$ cat config.mk
export PLATFORM = sky130hd
export DESIGN_NAME = rf_wport_sched
export DESIGN_NICKNAME = d
export VERILOG_FILES = /design/src/rtl/rf_sched_pkg.sv /design/src/rtl/sync_2ff.sv /design/src/rtl/rf_wport_sched.sv
export SDC_FILE = /design/constraint.sdc
export NUM_CORES = 1
export LEC_CHECK = 0
export CORE_UTILIZATION = 33
export DETAILED_ROUTE_END_ITERATION = 16
export PLACE_DENSITY = 0.93
export REMOVE_ABC_BUFFERS = 1
export SYNTH_ARGS = -nofsm -noshare
export SYNTH_HDL_FRONTEND = slang
export SYNTH_SLANG_ARGS = --single-unit
$ cat constraint.sdc
create_clock -name clk -period 3.9 [get_ports clk]
set_clock_uncertainty 0.1 [all_clocks]
set_input_delay 0.39 -clock clk [delete_from_list [all_inputs] [get_ports clk]]
set_output_delay 0.39 -clock clk [all_outputs]
set_load 0.01 [all_outputs]
$ cat src/rtl/rf_sched_pkg.sv
// Shared types and helpers for the register-file write-port scheduler.
package rf_sched_pkg;

    localparam int RF_AW = 5;
    localparam int RF_DW = 32;

    typedef logic [RF_AW-1:0] rf_addr_t;

    typedef enum logic [1:0] {
        IDLE = 2'd0,
        LOAD = 2'd1,
        DONE = 2'd2
    } sched_state_t;

    // Counter k preload value; the product wraps modulo 2^32 by design.
    function automatic logic [RF_DW-1:0] init_value(
        input logic [3:0]       k,
        input logic [RF_DW-1:0] base,
        input logic [RF_DW-1:0] step
    );
        return base + (RF_DW'(k) * step);
    endfunction

endpackage

$ cat src/rtl/sync_2ff.sv
// Two-flop synchroniser for the asynchronous board switches.
module sync_2ff #(
    parameter int W = 3
) (
    input  logic         clk,
    input  logic         reset,
    input  logic [W-1:0] d,
    output logic [W-1:0] q
);

    logic [W-1:0] meta_r;
    logic [W-1:0] sync_r;

    // Metastability-settling flop pair.
    always_ff @(posedge clk or posedge reset) begin
        if (reset) begin
            meta_r <= '0;
            sync_r <= '0;
        end else begin
            meta_r <= d;
            sync_r <= meta_r;
        end
    end

    assign q = sync_r;

endmodule

$ cat src/rtl/rf_wport_sched.sv
// Single write-port scheduler: pipeline > counter-init sequencer > switch sampler.
// Optional switch sampler enabled by defining RF_SW_SAMPLE_EN.
module rf_wport_sched
    import rf_sched_pkg::*;
#(
    parameter int unsigned      NUM_CNT   = 4,
    parameter rf_addr_t         CNT_BASE  = 5'd8,
    parameter logic [RF_DW-1:0] INIT_VAL  = 32'd0,
    parameter logic [RF_DW-1:0] INIT_STEP = 32'd16,
    parameter rf_addr_t         SW_REG    = 5'd7
) (
    input  logic             clk,
    input  logic             reset,
    input  logic             RegWriteW,
    input  rf_addr_t         WA3W,
    input  logic [RF_DW-1:0] ResultW,
    input  logic             init_start,
    input  logic [2:0]       Switches,
    output logic             rf_we,
    output rf_addr_t         rf_wa,
    output logic [RF_DW-1:0] rf_wd,
    output logic             init_busy,
    output logic             init_done
);

    localparam int IDX_W = 4;
    localparam logic [NUM_CNT-1:0] ONE_BIT = NUM_CNT'(1'b1);

    sched_state_t       state_r, state_nxt_s;
    logic [NUM_CNT-1:0] pend_mask_r, pend_mask_nxt_s;
    logic [IDX_W-1:0]   idx_r, idx_nxt_s;
    logic               cnt_hit_s;
    rf_addr_t           cnt_off_s;
    logic               pend_cur_s;
    logic               seq_we_s;
    logic               sw_we_s;
    logic [2:0]         sw_val_s;

    // Detect a pipeline write landing on one of the counter registers.
    always_comb begin
        cnt_off_s = WA3W - CNT_BASE;
        if (RegWriteW && ({1'b0, WA3W} >= {1'b0, CNT_BASE}) &&
            ({1'b0, WA3W} < ({1'b0, CNT_BASE} + 6'(NUM_CNT)))) begin
            cnt_hit_s = 1'b1;
        end else begin
            cnt_hit_s = 1'b0;
        end
    end

    assign pend_cur_s = |(pend_mask_r & (ONE_BIT << idx_r));

    // Sequencer next-state: the pipeline always owns the port, so LOAD only advances on free cycles.
    always_comb begin
        state_nxt_s     = state_r;
        idx_nxt_s       = idx_r;
        seq_we_s        = 1'b0;
        if (cnt_hit_s) begin
            pend_mask_nxt_s = pend_mask_r & ~(ONE_BIT << cnt_off_s);
        end else begin
            pend_mask_nxt_s = pend_mask_r;
        end
        case (state_r)
            IDLE: begin
                if (init_start) begin
                    state_nxt_s     = LOAD;
                    pend_mask_nxt_s = {NUM_CNT{1'b1}};
                    idx_nxt_s       = {IDX_W{1'b0}};
                end else begin
                    state_nxt_s = IDLE;
                end
            end
            LOAD: begin
                if (RegWriteW) begin
                    state_nxt_s = LOAD;
                end else begin
                    if (pend_cur_s) begin
                        seq_we_s        = 1'b1;
                        pend_mask_nxt_s = pend_mask_r & ~(ONE_BIT << idx_r);
                    end else begin
                        seq_we_s = 1'b0;
                    end
                    idx_nxt_s = idx_r + 4'd1;
                    if (idx_nxt_s == IDX_W'(NUM_CNT)) begin
                        state_nxt_s = DONE;
                    end else begin
                        state_nxt_s = LOAD;
                    end
                end
            end
            DONE:    state_nxt_s = IDLE;
            default: state_nxt_s = IDLE;
        endcase
    end

    // Sequencer state registers; reset aborts any init in flight.
    always_ff @(posedge clk or posedge reset) begin
        if (reset) begin
            state_r     <= IDLE;
            pend_mask_r <= '0;
            idx_r       <= '0;
        end else begin
            state_r     <= state_nxt_s;
            pend_mask_r <= pend_mask_nxt_s;
            idx_r       <= idx_nxt_s;
        end
    end

`ifdef RF_SW_SAMPLE_EN
    logic [2:0] sw_sync_s;
    logic [2:0] sw_last_r;
    logic       sw_pend_r;

    sync_2ff #(.W(3)) u_sync (
        .clk   (clk),
        .reset (reset),
        .d     (Switches),
        .q     (sw_sync_s)
    );

    assign sw_we_s  = sw_pend_r && !RegWriteW && (state_r != LOAD);
    assign sw_val_s = sw_sync_s;

    // Switch change tracking; the write always carries the newest synchronised value.
    always_ff @(posedge clk or posedge reset) begin
        if (reset) begin
            sw_last_r <= '0;
            sw_pend_r <= 1'b0;
        end else if (sw_we_s) begin
            sw_last_r <= sw_sync_s;
            sw_pend_r <= 1'b0;
        end else if (sw_sync_s != sw_last_r) begin
            sw_pend_r <= 1'b1;
        end else begin
            sw_pend_r <= sw_pend_r;
        end
    end
`else
    logic unused_switches_s;
    assign unused_switches_s = ^Switches;
    assign sw_we_s  = 1'b0;
    assign sw_val_s = 3'b000;
`endif

    // Write-port mux; everything is forced quiet while reset is held.
    always_comb begin
        rf_we = 1'b0;
        rf_wa = '0;
        rf_wd = '0;
        if (reset) begin
            rf_we = 1'b0;
        end else if (RegWriteW) begin
            rf_we = 1'b1;
            rf_wa = WA3W;
            rf_wd = ResultW;
        end else if (seq_we_s) begin
            rf_we = 1'b1;
            rf_wa = CNT_BASE + rf_addr_t'(idx_r);
            rf_wd = init_value(idx_r, INIT_VAL, INIT_STEP);
        end else if (sw_we_s) begin
            rf_we = 1'b1;
            rf_wa = SW_REG;
            rf_wd = {29'd0, sw_val_s};
        end else begin
            rf_we = 1'b0;
        end
    end

    assign init_busy = (state_r == LOAD);
    assign init_done = (state_r == DONE);

endmodule
== Word-level counts from Yosys, hierarchy flattened ==
Index checks and enable logic that the tools add are counted.

* Flip-flop bits (word level): 10
* Input bits: 44
* Output and inout bits: 40
* Logic and storage cells: 51

* Add/sub/neg operators: 3
* Order comparisons: 2
* Equality and inequality tests: 5
* Shifts and indexed selects: 2
* Muxes and demuxes: 25
* Bitwise operators: 5
* Reduce and logical (&&, ||, !) cells: 6

{| class="wikitable"
|+ Operators with widths
! kind !! count
|-
| $mux 32 || 2
|-
| $mux 4 || 6
|-
| $pmux 4 s2 || 2
|-
| $mux 5 || 3
|-
| $and 4x4->4 || 3
|-
| $mux 1 || 8
|-
| $mux 8 || 1
|-
| $not 4->4 || 2
|-
| $add 4x4->5 const A || 1
|-
| $ge 5x4->1 const B || 1
|-
| $lt 5x4->1 const B || 1
|-
| $shl 1x5->4 const A || 1
|-
| $sub 5x4->5 const B || 1
|-
| $add 4x1->4 const B || 1
|-
| $eq 4x3->1 const B || 1
|-
| $mux 2 || 2
|-
| $ne 2x2->1 const B || 2
|-
| $pmux 2 s2 || 1
|-
| $reduce_or 4->1 || 1
|-
| $shl 1x4->4 const A || 1
|-
| $reduce_and 3->1 || 1
|-
| $eq 2x1->1 const B || 1
|-
| $eq 2x2->1 const B || 1
|-
| $logic_and 1x1->1 || 2
|-
| other kinds (2) || 2
|}

== Depth between registers and ports, before layout ==
Gate-level depths: netlist of run 1.

* Word-level depth: 9
* Gate-level depth with buffers: 5
* Gate-level depth less buffers: 5

== Worst setup path before layout of run 1 ==
Ideal clock, no wire load.

* Path kind: in2out
* Start: in RegWriteW
* End: out rf_wa[0]
* Data arrival time: 1.369 ns
* Required time: 3.410 ns
* Path slack: 2.041 ns
* Cell stages on the path: 5
* Path buffers: 1
* Cells stage by stage: buf_6 or3b_4 nor3_4 nand3_1 a21oi_1

* Word-level cells in the longest chain between the ends: 5

{| class="wikitable"
|+ Ends and longest elaborated chain
! what !! RTL line !! source
|-
| start, declared || rf_wport_sched.sv:14 || <nowiki>input logic RegWriteW,</nowiki>
|-
| $mux 1 || rf_wport_sched.sv:73 || <nowiki>if (RegWriteW) begin</nowiki>
|-
| $mux 1 || rf_wport_sched.sv:62 || <nowiki>case (state_r)</nowiki>
|-
| $mux 5 || rf_wport_sched.sv:155 || <nowiki>end else if (seq_we_s) begin</nowiki>
|-
| $mux 5 (*) || rf_wport_sched.sv:151 || <nowiki>end else if (RegWriteW) begin</nowiki>
|-
| $mux 5 (*) || rf_wport_sched.sv:149 || <nowiki>if (reset) begin</nowiki>
|-
| end, declared || rf_wport_sched.sv:20 || <nowiki>output rf_addr_t rf_wa,</nowiki>
|}

Every way passes the cells marked *; elsewhere a longest branch is shown, timed or not.

== Worst setup path in the final report of run 1 ==
Ends and elaborated chain as after synthesis.

==> results of run 1 <==
[power by group]
| part | switching [W] | total (W) | internal [W] |
|---|---|---|---|
| Clock | 0.0000355 | 0.0000923 | 0.0000568 |
| Sequential | 0.0000739 | 0.000221 | 0.000147 |
| Combinational | 0.000147 | 0.000339 | 0.000193 |
| Total | 0.000256 | 0.000652 | 0.000396 |
[flip-flops by register name (all words and copies together), names as in the netlist]
register and flops:
idx_r 4, pend_mask_r 4, state_r 2
[cells by family after synthesis]
logic type | after synthesis | share of synthesized area, %
multiplexers | 2 | 3.71
adder cells (fa/ha/maj) | 2 | 2.75
AND/OR/NAND/NOR | 70 | 45.7
buffers and inverters | 8 | 4.53
AO/OA/AOI/OAI | 22 | 15.8
flip-flops | 10 | 27.5
[cell usage in the layout, fill, tap and decap left out, drive strengths merged]
cell / instances
clkdlybuf4s50: 80
and2: 34
nand2: 10
dfrtp: 10
a21oi: 7
nor2b: 5
nor2: 5
nand3: 5
o21ai: 5
nand2b: 4
clkbuf: 4
o31ai: 3
nor3: 3
o221ai: 2
ha: 2
nor3b: 2
or3b: 2
a22o: 1
mux4: 1
a22oi: 1
inv: 1
mux2: 1
a32oi: 1
a41o: 1
o22a: 1
buf: 1
[worst register-to-register path, delay by kind of cell, from the launching register on]
kind	cells	cell delay, ns
AO/OA/AOI/OAI	2	0.33
adder cells (fa/ha/maj)	1	0.30
flip-flops	1	0.52
AND/OR/NAND/NOR	2	0.37
[stage by stage]
step	std cells	utilization (%)	hold WS (ns)	setup WS (ns)	total power, W
floorplan	107	-	0.138	2.00	0.000403
global placement	218	67.6	0.401	0.972	0.000537
detailed placement	218	67.6	0.424	0.955	0.000556
CTS	222	69.0	0.431	0.946	0.000653
global route	222	69.0	0.465	0.759	0.000701
finish	222	69.0	0.445	0.942	0.000652
[final cells by class]
class | instances | area share [%]
Sequential cell | 10 | 14.3
Tap cell | 30 | 2.14
Clock buffer | 4 | 2.07
Inverter | 1 | 0.214
Timing Repair Buffer | 81 | 46.0
Multi-Input combinational cell | 96 | 35.3
[worst paths after layout]
check | from | end | slack (ns) | depth (start not counted)
worst max-delay path | RegWriteW | rf_wa[0] | 0.94 | 6
worst min-delay path | pend_mask_r[2] | pend_mask_r[2] | 0.44 | 1
worst max register to register | idx_r[0] | state_r[1] | 2.19 | 5
worst min register to register | pend_mask_r[2] | pend_mask_r[2] | 0.44 | 1
max in group asynchronous | reset | idx_r[0] | 2.92 | 2
min in group asynchronous | reset | idx_r[1] | 0.49 | 2
[layer usage]
metal / vias to the layer above / global-route usage (%) / share of wire, %
met5: - / 0 / 0
met4: 0 / 10.7 / 1.8
met3: 7 / 6.94 / 13
met2: 59 / 38.0 / 48
met1: 524 / 22.9 / 37
li1: 548 / - / -
==> summary.md, run 1 <==
| Metric | Value |
|---|---|
| Post-CTS Resized | 0 |
| Slowest-stage cell, CP | clkdlybuf4s50_1 |
| Tightest Pin Transition | 0.419 ns |
| GRT overflow | 0 |
| # hold bufs at CTS | 0 |
| WS Path Type | input pin to output port |
| FFs w/ async S/R, synth | 100% |
| Most common cell in the netlist | and2_1 |
| Clk sinks | 10 |
| Startpoint types | input pin |
| Most Frequent Cell on Critical Path | clkdlybuf4s50_1 |
| Core area | 0.00254 sq mm |
| Sequential element share of the synthesized area | 27.5% |
| Yosys top cell area share | 27.5% |
| Clock tree buffer depth | 2 |
| Root buffer selected by CTS | clkbuf_4 |
| Crit path time final | 2.96 ns |
| Fmax achieved | 338 MHz |
| CTS tree | yes |
| Critical path cell sequence | clkdlybuf4s50_1 -> or3b_4 -> nor3_4 -> nand3_1 -> a21oi_1 -> clkdlybuf4s50_1 |
| Distinct cell type count after synthesis | 30 |
| Diode count | 0 |
| Vias after detailed routing | 1138 |
| Final setup fails | 0 |
| Top cells by area in the synthesized netlist | dfrtp_1 27%, and2_1 23%, nand2_1 4.1%, a21oi_1 3.8%, nor2b_1 3.4% |
| Leakage | 0.676 nW |
| Final hold vios | 0 |
| Multi-input logic area | 619 sq um |
| Number of global-route vias before repair | 1014 |
| Initial antenna violation count | 0 |
| Die Area | 0.00297 sq mm |
| RSZ-0062 raised after global routing | false |
| Initial core utilization | 35.8% |
| Share of layout cells above drive strength 1 | 5.21% |
| Post-synth EDFFs | 0 |
| Setup TNS | 0 ns |
| Status | finished clean |
| Total Wirelength | 3250 um |
| Tcrit/Tclk final | 75.9% |
| # nets final | 239 |
| DR DRC count | 0 |
| DRT Pass-1 Iters | 4 |
| CTS clk-pin slew, worst paths | 0.06 ns |
| Placed cell areas | 0.00172 sq mm |
| WP buf/inv | 2 |
| Wire length per cell | 14.6 um |
| Cts bufs inserted | 3 |
| H-tree Lvls | 1 |
| Die Y | 54.5 um |
| Syn Std Cell Area | 911 sq um |
| IO Count | 84 |
| DRT antenna net count | 0 |
| Max-slew headroom | 72.0% |
| Crit-path max FO | 10 |
| Final slew viol count | 0 |
| Arr. time, crit path | 2.47 ns |
| DR iter-0 viols | 19 |
| Synth Flop Type | dfrtp_1 |
| Syn Inst Count | 114 |
| Crit path required time | 3.41 ns |
| First-pass GRT wire length | 4590 um |
| Final instance area | 0.00176 sq mm |
| Worst vdd ir | 0.438 mV |
| Cell taking the most area after synthesis | dfrtp_1 |
| Largest net degree at the start of global routing | 33 |
| GPL Wtd Cong | 0.874 |
| GRT Util Overall | 21.6% |
| Post-DP HPWL | 2620 um |
| FF/Latch Area | 250 sq um |
| Power density of the placed cells | 372 mW/mm^2 |
| Hold Crit Class | flop to flop |
| CP Capture Type | output port |
| Max-cap violations | 0 |
| Syn avg cell area | 7.99 sq um |
| Site row count | 18 |
| Flops & latches, synth | 10 |
| Die X | 54.5 um |
| Top cell family by delay on the critical path | buffers and inverters |
| Synth cell count leaders | 34 x and2_1, 10 x dfrtp_1, 10 x nand2_1, 7 x a21oi_1 |
| Setup Buffers After CTS | 0 |
| Buffers on Ports | 80 |
| Synthesis-to-layout area growth | 92.7% |
| CP max stage delay | 0.56 ns |
| Vias per cell | 5.13 |
| Fill count | 206 |
| Syn. warnings | 0 |
| Worst-Skew Late Latency | 0.27 ns |
Note: power is estimated with default switching activity, not from simulation.
==> run 2, diff against run 1 <==
--- a/config.mk
+++ b/config.mk
@@ -5,9 +5,9 @@
 export SDC_FILE = /design/constraint.sdc
 export NUM_CORES = 1
 export LEC_CHECK = 0
-export CORE_UTILIZATION = 33
+export CORE_UTILIZATION = 28
 export DETAILED_ROUTE_END_ITERATION = 16
-export PLACE_DENSITY = 0.93
+export PLACE_DENSITY = 0.85
 export REMOVE_ABC_BUFFERS = 1
 export SYNTH_ARGS = -nofsm -noshare
 export SYNTH_HDL_FRONTEND = slang
==> constraint.sdc (replaced) <==
create_clock -name clk -period 2.4 [get_ports clk]
set_clock_uncertainty 0.1 [all_clocks]
set_input_delay 0.24 -clock clk [delete_from_list [all_inputs] [get_ports clk]]
set_output_delay 0.24 -clock clk [all_outputs]
set_load 0.01 [all_outputs]
==> run 2 against run 1 <==
- first-iteration DRC count is 68% higher
- core utilization is 9.6 points lower
- register-to-register slack worse by 1.4 ns
- clock power is 74% higher
- worst hold slack worse by 0.10 ns
- die area is 17% higher
- critical path depth is 3 lower
- cell count is 9.0% higher
- sequential share of layout area is 0.57 points lower
- largest power group unchanged
==> summary.md, run 2 (synthesis results as in run 1) <==
| Metric | Value |
|---|---|
| Die X | 59.0 um |
| Die Area | 0.00349 sq mm |
| Power density of the placed cells | 597 mW/mm^2 |
| Synthesis-to-layout area growth | 101% |
| Final instance area | 0.00183 sq mm |
| Wire length per cell | 12.8 um |
| R2R Path Start | idx_r[0] |
| Hold WS | 0.342 ns |
| Max-cap violations | 0 |
| CP Capture Type | output port |
| Diode count | 0 |
| Final WS setup | 0.129 ns |
| DR iter-0 viols | 32 |
| DRT antenna net count | 0 |
| Clk sinks | 10 |
| Largest net degree at the start of global routing | 33 |
| DR DRC count | 0 |
| Arr. time, crit path | 1.93 ns |
| Share of layout cells above drive strength 1 | 8.08% |
| R2R cell count | 5 |
| Worst vdd ir | 0.460 mV |
| First-pass GRT wire length | 4740 um |
| GPL Wtd Cong | 0.823 |
| CP Launch Point | idx_r[0] |
| Fmax achieved | 440 MHz |
| Commonest non-fill, non-tap cells in the layout | 75 x clkdlybuf4s50_1, 34 x and2_1, 10 x nand2_1, 10 x dfrtp_1, 7 x a21oi_1 |
| CTS clk-pin slew, worst paths | 0.08 ns |
| Buffers on Ports | 80 |
| Tcrit/Tclk final | 94.6% |
| GRT Util Overall | 18.0% |
| Crit path time final | 2.27 ns |
| WS Path Type | flop to output port |
| Worst slack, placed | -0.0381 ns |
| Post-DP HPWL | 2510 um |
| # nets final | 245 |
| DRT Pass-1 Iters | 4 |
| Root buffer selected by CTS | clkbuf_4 |
| Status | finished clean |
| Vias per cell | 4.67 |
| Initial core utilization | 29.6% |
| Multi-input logic area | 619 sq um |
| Total power | 0.00109 W |
| Top Registers | idx_r (4), pend_mask_r (4), state_r (2) |
| Core area | 0.00308 sq mm |
| Hold Crit Class | input pin to asynchronous set/reset pin |
| FF/Latch Area | 250 sq um |
| Number of global-route vias before repair | 1037 |
| Startpoint types | flop |
| Final slew viol count | 0 |
| Site row count | 20 |
| Placed cell areas | 0.00179 sq mm |
| Setup TNS | 0 ns |
| Worst-Skew Late Latency | 0.28 ns |
| Max-slew headroom | 73.7% |
| CP endpoint | rf_we |
| Tightest Pin Transition | 0.393 ns |
| Cts bufs inserted | 3 |
| Leakage | 0.740 nW |
| Total Wirelength | 3100 um |
| GRT overflow | 0 |
| IO Count | 84 |
| Crit path required time | 2.06 ns |
| CTS tree | yes |
| Crit-path max FO | 3 |
| Clock tree buffer depth | 2 |
| Final hold vios | 0 |
| Worst R2R Setup Slack | 0.75 ns |
| Leading cell type in the layout, fill and taps excluded | clkdlybuf4s50_1 |
| Vias after detailed routing | 1129 |
| Fill count | 276 |
| H-tree Lvls | 1 |
| Die Y | 59.0 um |
| Final setup fails | 0 |
| RSZ-0062 raised after global routing | false |
| Initial antenna violation count | 0 |
| R2r endpoint | state_r[0] |
-- run 2: repair_timing --
item | 4_1_cts | 5_1_grt
setup buffers | 0 | 0
resized for setup | 4 | 1
endpoints found under the setup margin | 4 | 1
cloned | 0 | 0
hold buffers | 0 | 0
-- run 2: critical path, cell delays in order (launching register included) --
cell and delay, ns:
dfrtp_1 0.38, mux4_2 0.54, a41o_1 0.25, clkdlybuf4s50_1 0.47
-- run 2: worst min path at each step --
stage | startpoint | end | slack [ns] | cells after the start
after floorplan | reset | idx_r[0] | -0.01 | 1
after global placement | pend_mask_r[2] | pend_mask_r[2] | 0.41 | 1
after detailed placement | pend_mask_r[2] | pend_mask_r[2] | 0.43 | 1
after CTS | reset | idx_r[0] | 0.35 | 4
after global routing | reset | idx_r[0] | 0.40 | 4
final | reset | idx_r[0] | 0.34 | 4
-- run 2: per-layer routing --
layer | routed length (um) | vias to the layer above | track usage [%]
met5 | 0 | - | 0
met4 | 45 | 0 | 7.82
met3 | 355 | 5 | 4.80
met2 | 1450 | 59 | 30.4
met1 | 1250 | 505 | 21.6
li1 | - | 560 | -
-- run 2: area by class of cell --
cell class / count / share of cell area, %
clock buffers: 4 / 1.98
inverters: 1 / 0.205
multi-input cells: 96 / 33.9
flip-flops and latches: 10 / 13.7
well taps: 44 / 3.01
repair buffers: 87 / 47.2
-- run 2: power by group --
group          internal (W)  total (W)  leakage, nW  switching, W
sequential         0.000239   0.000315        0.116     0.0000762
clock             0.0000924   0.000161       0.0210     0.0000682
combinational      0.000337   0.000616        0.603      0.000279
-- run 2: metrics by stage --
step                std cells  util [%]
floorplan                 107         -
global route              242      59.4
finish                    242      59.4
detailed placement        238      58.3
CTS                       242      59.3
global placement          238      58.3
